==> config.mk <==
export PLATFORM = sky130hd
export DESIGN_NAME = fg_prog_sequencer
export DESIGN_NICKNAME = d
export VERILOG_FILES = /design/src/rtl/fg_prog_sequencer.sv
export SDC_FILE = /design/constraint.sdc
export NUM_CORES = 1
export LEC_CHECK = 0
export CAP_MARGIN = 20
export CORE_MARGIN = 2
export CORE_UTILIZATION = 45
export DETAILED_ROUTE_END_ITERATION = 10
export MAX_ROUTING_LAYER = met4
export PLACE_DENSITY = 0.74
export SLEW_MARGIN = 20
export SYNTH_ARGS = -nofsm -noshare
export SYNTH_HDL_FRONTEND = slang
export SYNTH_SLANG_ARGS = --single-unit
==> constraint.sdc <==
create_clock -name clk -period 3.9 [get_ports clk]
set_clock_uncertainty 0.15 [all_clocks]
set_input_delay 0.39 -clock clk [delete_from_list [all_inputs] [get_ports clk]]
set_output_delay 0.39 -clock clk [all_outputs]
set_load 0.1 [all_outputs]
==> src/rtl/fg_prog_sequencer.sv <==
// Floating-gate programming sequencer for one analog island's TA2Cell array.
// Takes (row, col, target) entries and runs a measure/inject loop per device until the target is reached or the budget is spent.
module fg_prog_sequencer #(
  parameter int ROW_W         = 6,
  parameter int COL_W         = 4,
  parameter int CODE_W        = 10,
  parameter int PCNT_W        = 8,
  parameter int PULSE_CYCLES  = 100,
  parameter int SETTLE_CYCLES = 16,
  parameter int MAX_PULSES    = 255,
  parameter int MEAS_TIMEOUT  = 1023
) (
  input  logic              clk,
  input  logic              reset,
  input  logic              ent_valid,
  output logic              ent_ready,
  input  logic [ROW_W-1:0]  ent_row,
  input  logic [COL_W-1:0]  ent_col,
  input  logic [CODE_W-1:0] ent_target,
  input  logic              ent_last,
  input  logic              abort,
  output logic              meas_req,
  input  logic              meas_done,
  input  logic [CODE_W-1:0] meas_code,
  output logic              prog_mode,
  output logic [ROW_W-1:0]  row_addr,
  output logic [COL_W-1:0]  col_addr,
  output logic              drain_en,
  output logic              inj_pulse,
  output logic              res_valid,
  output logic              res_ok,
  output logic              res_timeout,
  output logic [PCNT_W-1:0] res_pulses,
  output logic              busy
);

  // One shared timer covers settle, pulse and measurement-timeout intervals.
  localparam int TMR_MAX_A = (PULSE_CYCLES > SETTLE_CYCLES) ? PULSE_CYCLES : SETTLE_CYCLES;
  localparam int TMR_MAX   = (TMR_MAX_A > MEAS_TIMEOUT) ? TMR_MAX_A : MEAS_TIMEOUT;
  localparam int TMR_W     = $clog2(TMR_MAX + 1);

  localparam logic [TMR_W-1:0]  SETTLE_LAST = TMR_W'(SETTLE_CYCLES - 1);
  localparam logic [TMR_W-1:0]  PULSE_LAST  = TMR_W'(PULSE_CYCLES - 1);
  localparam logic [TMR_W-1:0]  MEAS_LAST   = TMR_W'(MEAS_TIMEOUT - 1);
  localparam logic [PCNT_W-1:0] PCNT_BUDGET = PCNT_W'(MAX_PULSES);
  localparam logic [PCNT_W-1:0] PCNT_SAT    = '1;

  typedef enum logic [2:0] {
    IDLE,
    WAIT_ENT,
    SETTLE,
    MEAS,
    INJECT,
    RESULT
  } state_t;

  state_t             state;
  state_t             state_n;
  logic [TMR_W-1:0]   tmr;
  logic [PCNT_W-1:0]  pcnt;
  logic [CODE_W-1:0]  target;
  logic               last;
  logic               accept;
  logic               load_result;
  logic               result_ok;
  logic               result_timeout;

  // An abort in WAIT_ENT withdraws ready so a simultaneous offer is never taken.
  assign ent_ready = ~reset & ((state == IDLE) | ((state == WAIT_ENT) & ~abort));
  assign accept    = ent_valid & ent_ready;
  assign meas_req  = (state == MEAS);
  assign inj_pulse = (state == INJECT);
  assign busy      = (state != IDLE);
  assign res_valid = (state == RESULT) & ~abort;

  always_ff @(posedge clk or posedge reset) begin
    if (reset) state <= IDLE;
    else       state <= state_n;
  end

  always_comb begin
    state_n        = state;
    load_result    = 1'b0;
    result_ok      = 1'b0;
    result_timeout = 1'b0;
    case (state)
      IDLE, WAIT_ENT: if (accept) state_n = SETTLE;
      SETTLE:         if (tmr == SETTLE_LAST) state_n = MEAS;
      MEAS: begin
        if (meas_done) begin
          if (meas_code >= target) begin
            state_n     = RESULT;
            load_result = 1'b1;
            result_ok   = 1'b1;
          end else if (pcnt == PCNT_BUDGET) begin
            state_n     = RESULT;
            load_result = 1'b1;
          end else begin
            state_n = INJECT;
          end
        end else if (tmr == MEAS_LAST) begin
          state_n        = RESULT;
          load_result    = 1'b1;
          result_timeout = 1'b1;
        end
      end
      INJECT:  if (tmr == PULSE_LAST) state_n = SETTLE;
      RESULT:  state_n = last ? IDLE : WAIT_ENT;
      default: state_n = IDLE;
    endcase
    // Abort overrides any transition, including a measurement or result in the same cycle.
    if (abort && (state != IDLE)) begin
      state_n     = IDLE;
      load_result = 1'b0;
    end
  end

  always_ff @(posedge clk or posedge reset) begin
    if (reset) begin
      tmr         <= '0;
      pcnt        <= '0;
      target      <= '0;
      last        <= 1'b0;
      row_addr    <= '0;
      col_addr    <= '0;
      prog_mode   <= 1'b0;
      drain_en    <= 1'b0;
      res_ok      <= 1'b0;
      res_timeout <= 1'b0;
      res_pulses  <= '0;
    end else begin
      if ((state_n != state) || (state == IDLE) || (state == WAIT_ENT)) tmr <= '0;
      else                                                              tmr <= tmr + 1'b1;

      if (accept) begin
        row_addr  <= ent_row;
        col_addr  <= ent_col;
        target    <= ent_target;
        last      <= ent_last;
        pcnt      <= '0;
        prog_mode <= 1'b1;
        drain_en  <= 1'b1;
      end

      if ((state == INJECT) && (state_n == SETTLE) && (pcnt != PCNT_SAT)) pcnt <= pcnt + 1'b1;

      if (load_result) begin
        res_ok      <= result_ok;
        res_timeout <= result_timeout;
        res_pulses  <= pcnt;
        drain_en    <= 1'b0;
      end

      // prog_mode stays up between entries of a session and drops only after its last result.
      if ((state == RESULT) && (state_n == IDLE)) prog_mode <= 1'b0;

      if (abort && (state != IDLE)) begin
        prog_mode <= 1'b0;
        drain_en  <= 1'b0;
      end
    end
  end

endmodule
Yosys cells after proc, flatten, opt, wreduce, memory -nomap -nowiden
Cells that the tools add are included.
{"block": "op_classes", "bitwise": 7, "add_sub_neg": 2, "eq_ne": 12, "magnitude_cmp": 1, "reduce_logical": 13, "mux": 29}
{"op": "1-bit two-way mux", "count": 19}
{"op": "3-bit two-way mux", "count": 6}
{"op": "8-bit two-way mux", "count": 2}
{"op": "3-bit case mux with 5 select lines", "count": 1}
{"op": "10-bit by 1-bit adder with 10-bit output (second input constant)", "count": 1}
{"op": "10-bit == test (second input constant)", "count": 1}
{"op": "10-bit by 4-bit == test with 1-bit output (second input constant)", "count": 1}
{"op": "10-bit by 7-bit == test with 1-bit output (second input constant)", "count": 1}
{"op": "10-bit greater-or-equal comparator", "count": 1}
{"op": "10-bit two-way mux", "count": 1}
{"op": "3-bit by 2-bit == test with 1-bit output (second input constant)", "count": 3}
{"op": "3-bit nonzero test", "count": 3}
{"op": "8-bit by 1-bit adder with 8-bit output (second input constant)", "count": 1}
{"op": "8-bit == test (second input constant)", "count": 1}
{"op": "8-bit != test (second input constant)", "count": 1}
{"op": "3-bit == test (second input constant)", "count": 2}
{"op": "3-bit logical NOT", "count": 2}
{"op": "1-bit bitwise AND", "count": 4}
{"op": "1-bit logical AND", "count": 4}
{"op": "3-bit by 1-bit == test with 1-bit output (second input constant)", "count": 1}
{"op": "3-bit != test", "count": 1}
{"op": "1-bit logical OR", "count": 2}
{"op": "1-bit NOT", "count": 2}
{"op": "2-bit nonzero test", "count": 1}
{"op": "2 further kinds", "count": 2}
{"block": "totals", "in_bits": 36, "reg_bits": 54, "output_inout_bits": 27, "elab_cells": 76}

Longest topological paths before layout
Gate-level depths: netlist of run 1.
{"block": "logic_depth", "word_depth": 12, "depth_mapped": 8, "mapped_depth_nobuf": 8}

Worst setup path after synthesis of run 1
Ideal clock, no wire load.
{"block": "synth_path", "kind": "reg-to-reg", "from": "register state[0]", "to": "register pcnt[7]", "path_slack_ns": -0.574, "n_path_buf": 2, "t_required_ns": 3.686, "path_stages_with_launch": 9, "synth_period_minus_slack_ns": 4.474, "arrival_ns": 4.260, "setup_time_ns": 0.064, "path_cell_list": "dfrtp_1 -> clkbuf_1 -> nor3b_1 -> nand4_1 -> or4b_4 -> buf_6 -> or3_1 -> o21ai_1 -> a21o_1"}
{"block": "synth_between", "elab_cells_between_ends": 25, "cone_classes": "eq/ne (6); mux (8); bitwise (4); reduce/logical (7)"}
{"element": "start: declaration", "line": "57", "rtl": "state_t state;"}
{"element": "start signal: assignment", "line": "78", "rtl": "else state <= state_n;"}
{"element": "3-bit == test (*)"}
{"element": "via inj_pulse", "line": "29", "rtl": "output logic inj_pulse,"}
{"element": "3-bit case mux with 5 select lines", "line": "86", "rtl": "case (state)"}
{"element": "3-bit two-way mux", "line": "112", "rtl": "if (abort && (state != IDLE)) begin"}
{"element": "3-bit by 2-bit == test with 1-bit output", "line": "145", "rtl": "if ((state == INJECT) && (state_n == SETTLE) && (pcnt != PCNT_SAT)) pcnt <= pcnt + 1'b1;"}
{"element": "1-bit logical AND (*) (2 in series)", "line": "145"}
{"element": "8-bit two-way mux or 2-bit nonzero test (tied branches)"}
{"element": "end signal: assignment", "line": "145"}
{"element": "end: declaration", "line": "60", "rtl": "logic [PCNT_W-1:0] pcnt;"}
The timed path passes the listed nets; every way through them passes the cells marked *.
A chain may end at the register's enable or synchronous reset.

Worst setup path in the final report of run 1
{"block": "layout_path", "from": "register state[2]", "to": "output inj_pulse"}
{"block": "layout_between", "elab_chain_len": 1}
{"element": "3-bit == test", "line": "72", "rtl": "assign inj_pulse = (state == INJECT);"}
{"element": "end: declaration", "line": "29"}
Every way passes these cells.

==> reports/metrics.yaml, run 1 <==
outcome: "finished, final reports clean"
clk-insertion-delay-late_ns: 0.31
grt_pass1_wl_mm: 9.69
critPathKind: "reg -> out"
cts_tree: "yes"
switchingPower_w: 0.000599
ant_nets: 0
yosysWarnings: 0
finalInstanceArea_um2: 3580
fin_crit_ns: 2.90
synthArstFlopShare: 1.00
postRouteWirelength_mm: 5.89
dpl.hpwl_mm: 4.26
firstDrtPassIters: 4
intPower_w: 0.000918
grt_pass1_vias: 2185
arrival_ns: 2.36
drv_slew: 0
dieWidth_um: 82.7
grt_usage: 0.190
finalSetupViolations: 0
fin_tns_setup_ns: 0
synth_cell_types: 46
hold_class: "reg -> reg"
setup.worst_path.end_class: "primary output"
min-delay-start: "col_addr[3]"
via_per_inst: 5.28
dieHeight_um: 82.7
cts_root_buf: "clkbuf_8"
p_sw_frac: 0.395
port-buffer-count: 62
synthCells: 293
combPwrFrac: 0.350
grt_start_max_net_pins: 55
core_um2: 5960
clkPwrFrac: 0.220
antenna_found_initial: 0
num-nets-final: 403
place_congestion: 0.865
r2r_end: "res_timeout"
finalCritPeriodShare: 0.744
critPathRequiredTime_ns: 3.36
max-vdd-ir-drop_uv: 299
ff2ff_path_depth: 7
cp_max_fo: 13
synth_area_um2: 2790
drt-initial-drc-count: 115
synth_nets: 342
clock.fmax_ghz: 0.344
grt.overflow.total: 0
numClockSinks: 54
via_count: 2269
hold_buffers: 0
wl_per_cell_um: 13.7
drc: 0
synth-seq-cells: 54
maxCapViolations: 0
placed_cell_area_um2: 3480
ioPinCount: 63
avgSynthCellArea_um2: 9.52
p_seq_frac: 0.429
r2r_setup_slack_ns: 1.29
layout_common_cells: "clkdlybuf4s50_1, nand2_1, dfrtp_1, nor2_1, o21ai_0"
p_per_area_nw_per_um2: 424
cts_resized: 0
leakagePower_nw: 1.67
ys.flop_type: "dfrtp_1"
areaGrowthSynthToFinish_pct: 28.2
whs_path_depth: 2
path_clk_slew_ns: 0.10
min_to: "col_addr[3]"
rsz0062_at_grt: "false"
die-area_um2: 6850
regArea_um2: 1350
final_common_cell: "clkdlybuf4s50_1"
finalHoldViolCount: 0
slew_headroom: 0.337
layout-drive-gt1-share: 0.0930
synth_edf_count: 0
start_util: 0.468
numCtsBuffers: 5
cts.htree.levels: 2
start_kind: "flop"
cts_setup_buffers: 0
n_antenna_cell: 0
rows: 28
fillers: 529
seq_area_frac_synth: 0.484
worstMarginPinSlew_ns: 0.992
reg2reg_from: "tmr[0]"
multiInputGateArea_um2: 1330
clk_path_buf_depth: 2
power by group through the flow:
stage | clock network (W) | registers [W] | logic (W)
2_1_floorplan | 0 | 0.000877 | 0.000168
3_3_place_gp | 0 | 0.000660 | 0.000528
3_5_place_dp | 0 | 0.000661 | 0.000535
4_1_cts | 0.000352 | 0.000651 | 0.000537
5_1_grt | 0.000366 | 0.000659 | 0.000573
6_report | 0.000334 | 0.000651 | 0.000531
layer usage:
metal  global-route usage  up-vias  routed length [µm]
met5                    -        -                   0
met4               0.0607        0                  65
met3               0.0348        4                 261
met2                0.315       53                2880
met1                0.236     1083                2690
li1                     -     1129                   -
final cells by class:
cell class / count / area share
multi-input combinational: 210 / 0.372
clock buffer: 6 / 0.0231
tap: 75 / 0.0262
sequential: 54 / 0.378
timing repair buffer: 65 / 0.178
inverter: 18 / 0.0189
clock inverter: 2 / 0.00455
sequential cells by signal (all words and copies together), names as in the netlist:
name         cells
target          10
tmr             10
pcnt             8
res_pulses       8
row_addr         6
col_addr         4
state            3
drain_en         1
last             1
prog_mode        1
res_ok           1
res_timeout      1
cells by family after synthesis:
kind of cell | Yosys count | synth area share
AO/OA/AOI/OAI | 57 | 0.133
XOR/XNOR | 8 | 0.0251
adder cells (fa/ha/maj) | 13 | 0.0583
buffers and inverters | 29 | 0.0426
flip-flops | 54 | 0.484
multiplexers | 9 | 0.0363
AND/OR/NAND/NOR | 123 | 0.221
through the flow:
step,util,hold WS (ns),power [W],cells,setup slack (ns)
6_report,0.601,0.333,0.00152,430,0.997
5_1_grt,0.601,0.356,0.00160,430,0.881
2_1_floorplan,-,0.291,0.00104,293,0.403
4_1_cts,0.601,0.338,0.00154,430,0.996
3_3_place_gp,0.584,0.309,0.00119,422,1.07
3_5_place_dp,0.584,0.316,0.00120,422,0.997
synth_stat cells (2+ instances only):
library cell / instances / area, µm²
a21o_1: 7 / 52.6
or2_2: 2 / 12.5
ha_1: 13 / 163
clkbuf_1: 8 / 30.0
nor3_1: 2 / 10.0
xor2_1: 6 / 52.6
nand4_1: 3 / 18.8
a31oi_1: 2 / 12.5
o21ai_0: 20 / 100
o21a_1: 2 / 15.0
mux2_2: 9 / 101
and3_1: 4 / 25.0
inv_1: 18 / 67.6
nor2_1: 21 / 78.8
nor3b_1: 3 / 22.5
nand2b_1: 8 / 50.1
and4_1: 4 / 35.0
nand3b_1: 2 / 15.0
dfrtp_1: 54 / 1350
a21oi_1: 10 / 50.1
nand3_1: 9 / 45.0
nand2_1: 56 / 210
a41oi_1: 2 / 17.5
buf_2: 2 / 10.0
nor2b_1: 2 / 12.5
xnor2_1: 2 / 17.5
a211oi_1: 3 / 22.5
worst max-delay path, stage by stage (launching register included):
cell and delay (ns):
dfrtp_1 0.57, nor3b_2 0.29, clkdlybuf4s50_1 1.19
worst max-delay path by stage:
stage / start / endpoint / cells after the start
6_report: state[2] / inj_pulse / 2
3_3_place_gp: meas_code[0] / res_pulses[4] / 9
5_1_grt: state[2] / inj_pulse / 2
2_1_floorplan: state[0] / res_valid / 3
4_1_cts: state[2] / inj_pulse / 2
3_5_place_dp: meas_code[0] / res_timeout / 9
Note: power is estimated with default switching activity, not from simulation.
==> inputs of run 2 (changes only) <==
--- a/config.mk
+++ b/config.mk
@@ -10,7 +10,7 @@
 export CORE_UTILIZATION = 45
 export DETAILED_ROUTE_END_ITERATION = 10
 export MAX_ROUTING_LAYER = met4
-export PLACE_DENSITY = 0.74
+export PLACE_DENSITY = 0.77
 export SLEW_MARGIN = 20
 export SYNTH_ARGS = -nofsm -noshare
 export SYNTH_HDL_FRONTEND = slang
==> constraint.sdc (replaced) <==
create_clock -name clk -period 2.42 [get_ports clk]
set_clock_uncertainty 0.15 [all_clocks]
set_input_delay 0.242 -clock clk [delete_from_list [all_inputs] [get_ports clk]]
set_output_delay 0.242 -clock clk [all_outputs]
set_load 0.1 [all_outputs]
==> run 2 against run 1 <==
  * Non-clock buffer count grew 18
  * Largest power group unchanged
  * Via count increased by 2.6%
  * Hold slack lost 0.026 ns
  * Die area stayed put
  * Clock-buffer cell count fell by 1
  * Critical path type is now reg -> reg
  * Utilization up 2.4 points
  * First-iteration DRC count up 16%
  * Cell count rose by 4.0%
  * Flip-flop and latch count unchanged
  * Final area increased by 3.9%
  * Global-route usage increased by 0.44 points
==> reports/metrics.yaml, run 2 (same netlist as run 1, synthesis figures left out) <==
dieWidth_um: 82.7  # unchanged
final_common_cell: "nand2_1"  # was clkdlybuf4s50_1
grt_pass1_wl_mm: 9.95  # was 9.69 mm
r2r_end: "pcnt[7]"  # was res_timeout
final-instance-count-excl-fill: 447  # was 430
worstMarginPinSlew_ns: 0.669  # was 0.992 ns
min-delay-start: "ent_row[3]"  # was col_addr[3]
dp_cells: 439  # was 422
critPathRequiredTime_ns: 2.51  # was 3.36 ns
firstDrtPassIters: 4  # unchanged
cp_max_fo: 5  # was 13
setup.worst_path.end_class: "flop"  # was primary output
grt_usage: 0.194  # was 0.190
dpl.hpwl_mm: 4.60  # was 4.26 mm
clk-insertion-delay-late_ns: 0.30  # was 0.31 ns
leakagePower_nw: 1.80  # was 1.67 nW
rows: 28  # unchanged
grt_pass1_vias: 2263  # was 2185
cts.htree.levels: 2  # unchanged
layout_common_cells: "nand2_1, dfrtp_1, buf_4, clkdlybuf4s50_1, o21ai_0"  # was clkdlybuf4s50_1, nand2_1, dfrtp_1, nor2_1, o21ai_0
wl_per_cell_um: 13.8  # was 13.7 µm
reg2reg_from: "tmr[0]"  # unchanged
min_to: "row_addr[3]"  # was col_addr[3]
core_um2: 5960  # unchanged
fin_crit_ns: 2.34
arrival_ns: 2.43  # was 2.36 ns
slew_headroom: 0.554  # was 0.337
path_clk_slew_ns: 0.09  # was 0.10 ns
drc: 0  # unchanged
numClockSinks: 54  # unchanged
port-buffer-count: 62  # unchanged
hold-worst-slack_ns: 0.307  # was 0.333 ns
cts_root_buf: "clkbuf_8"  # unchanged
maxCapViolations: 0  # unchanged
finalCritPeriodShare: 0.966
worst_slack_ns: 0.0828  # was 0.997 ns
drv_slew: 0  # unchanged
finalHoldViolCount: 0  # unchanged
clock.fmax_ghz: 0.428
dieHeight_um: 82.7  # unchanged
antenna_found_initial: 0  # unchanged
hold_class: "in -> reg"  # was reg -> reg
die-area_um2: 6850  # unchanged
place_congestion: 0.829  # was 0.865
r2r_setup_slack_ns: 0.08  # was 1.29 ns
clk_path_buf_depth: 2  # unchanged
p_per_area_nw_per_um2: 644  # was 424 nW/µm²
postRouteWirelength_mm: 6.16  # was 5.89 mm
ant_nets: 0  # unchanged
areaGrowthSynthToFinish_pct: 33.2  # was 28.2%
finalSetupViolations: 0  # unchanged
start_util: 0.468  # unchanged
rsz0062_at_grt: "false"  # unchanged
grt_start_max_net_pins: 55  # unchanged
place_ws_ns: -0.105  # was 0.997 ns
n_antenna_cell: 0  # unchanged
fin_tns_setup_ns: 0  # unchanged
layout-drive-gt1-share: 0.212  # was 0.0930
grt.overflow.total: 0  # unchanged
numCtsBuffers: 5  # unchanged
outcome: "finished, final reports clean"  # unchanged
ff2ff_path_depth: 7  # unchanged
drt-initial-drc-count: 133  # was 115
via_per_inst: 5.21  # was 5.28
ioPinCount: 63  # unchanged
start_kind: "flop"  # unchanged
whs_path_depth: 3  # was 2
num-nets-final: 421  # was 403
cts_tree: "yes"  # unchanged
max-vdd-ir-drop_uv: 567  # was 299 µV
top_regs: "target: 10 flops, tmr: 10 flops"  # unchanged
critPathKind: "reg -> reg"  # was reg -> out
via_count: 2327  # was 2269
==> run 2: cell count changes in the layout (fill, tap and decap cells not counted), moves of 2 or more <==
cell             change
buf_12               +4
clkinv_2             +2
clkdlybuf4s50_1     -24
nor2_1               -2
buf_4               +37
nor2_2               +2
==> run 2: cell type report <==
cell class,instances,area (µm²)
Fill cell,508,2240
Tap cell,75,93.8
Timing Repair Buffer,83,764
Inverter,18,67.6
Clock buffer,5,68.8
Clock inverter,2,10.0
Sequential cell,54,1350
Multi-Input combinational cell,210,1360
==> run 2: worst max-delay path, cell delays in order (launching register included) <==
cell and delay (ns):
dfrtp_1 0.42, ha_1 0.19, and4bb_2 0.28, nand4_1 0.13, or4b_4 0.58, or3_1 0.36
o21ai_1 0.08, a21o_1 0.10
==> run 2: how the worst max path moves through the flow <==
stage | start | end | slack [ns]
floorplan | state[1] | pcnt[7] | -0.49
global placement | meas_code[0] | res_pulses[5] | -0.06
detailed placement | meas_code[0] | res_pulses[5] | -0.10
CTS | tmr[0] | pcnt[7] | 0.04
global route | tmr[0] | pcnt[7] | 0.02
finish | tmr[0] | pcnt[7] | 0.08
==> run 2: through the flow <==
stage               cell area, µm²  total power, W   util
floorplan                     2820         0.00169      -
global placement              3610         0.00192  0.607
detailed placement            3610         0.00194  0.607
CTS                           3690         0.00241  0.620
global route                  3720         0.00251  0.624
finish                        3720         0.00239  0.624
==> run 2: timing repair <==
action,CTS,global route
setup buffers,0,1
endpoints found under the setup margin,0,26
resized for setup,0,4
hold buffers,0,0
==> run 2: power breakdown <==
group	switching [W]	internal (W)	leakage [nW]
clock	0.000279	0.000195	0.0438
combinational	0.000619	0.000248	1.04
sequential	0.0000541	0.000998	0.713
total	0.000952	0.00144	1.80
==> run 2: layer usage <==
metal  GRT usage  up-vias  part of all wire
met3      0.0370        5             0.048
met4      0.0492        0            0.0076
li1            -     1163                 -
met5           -        -                 0
met2       0.331       48              0.49
met1       0.238     1111              0.46
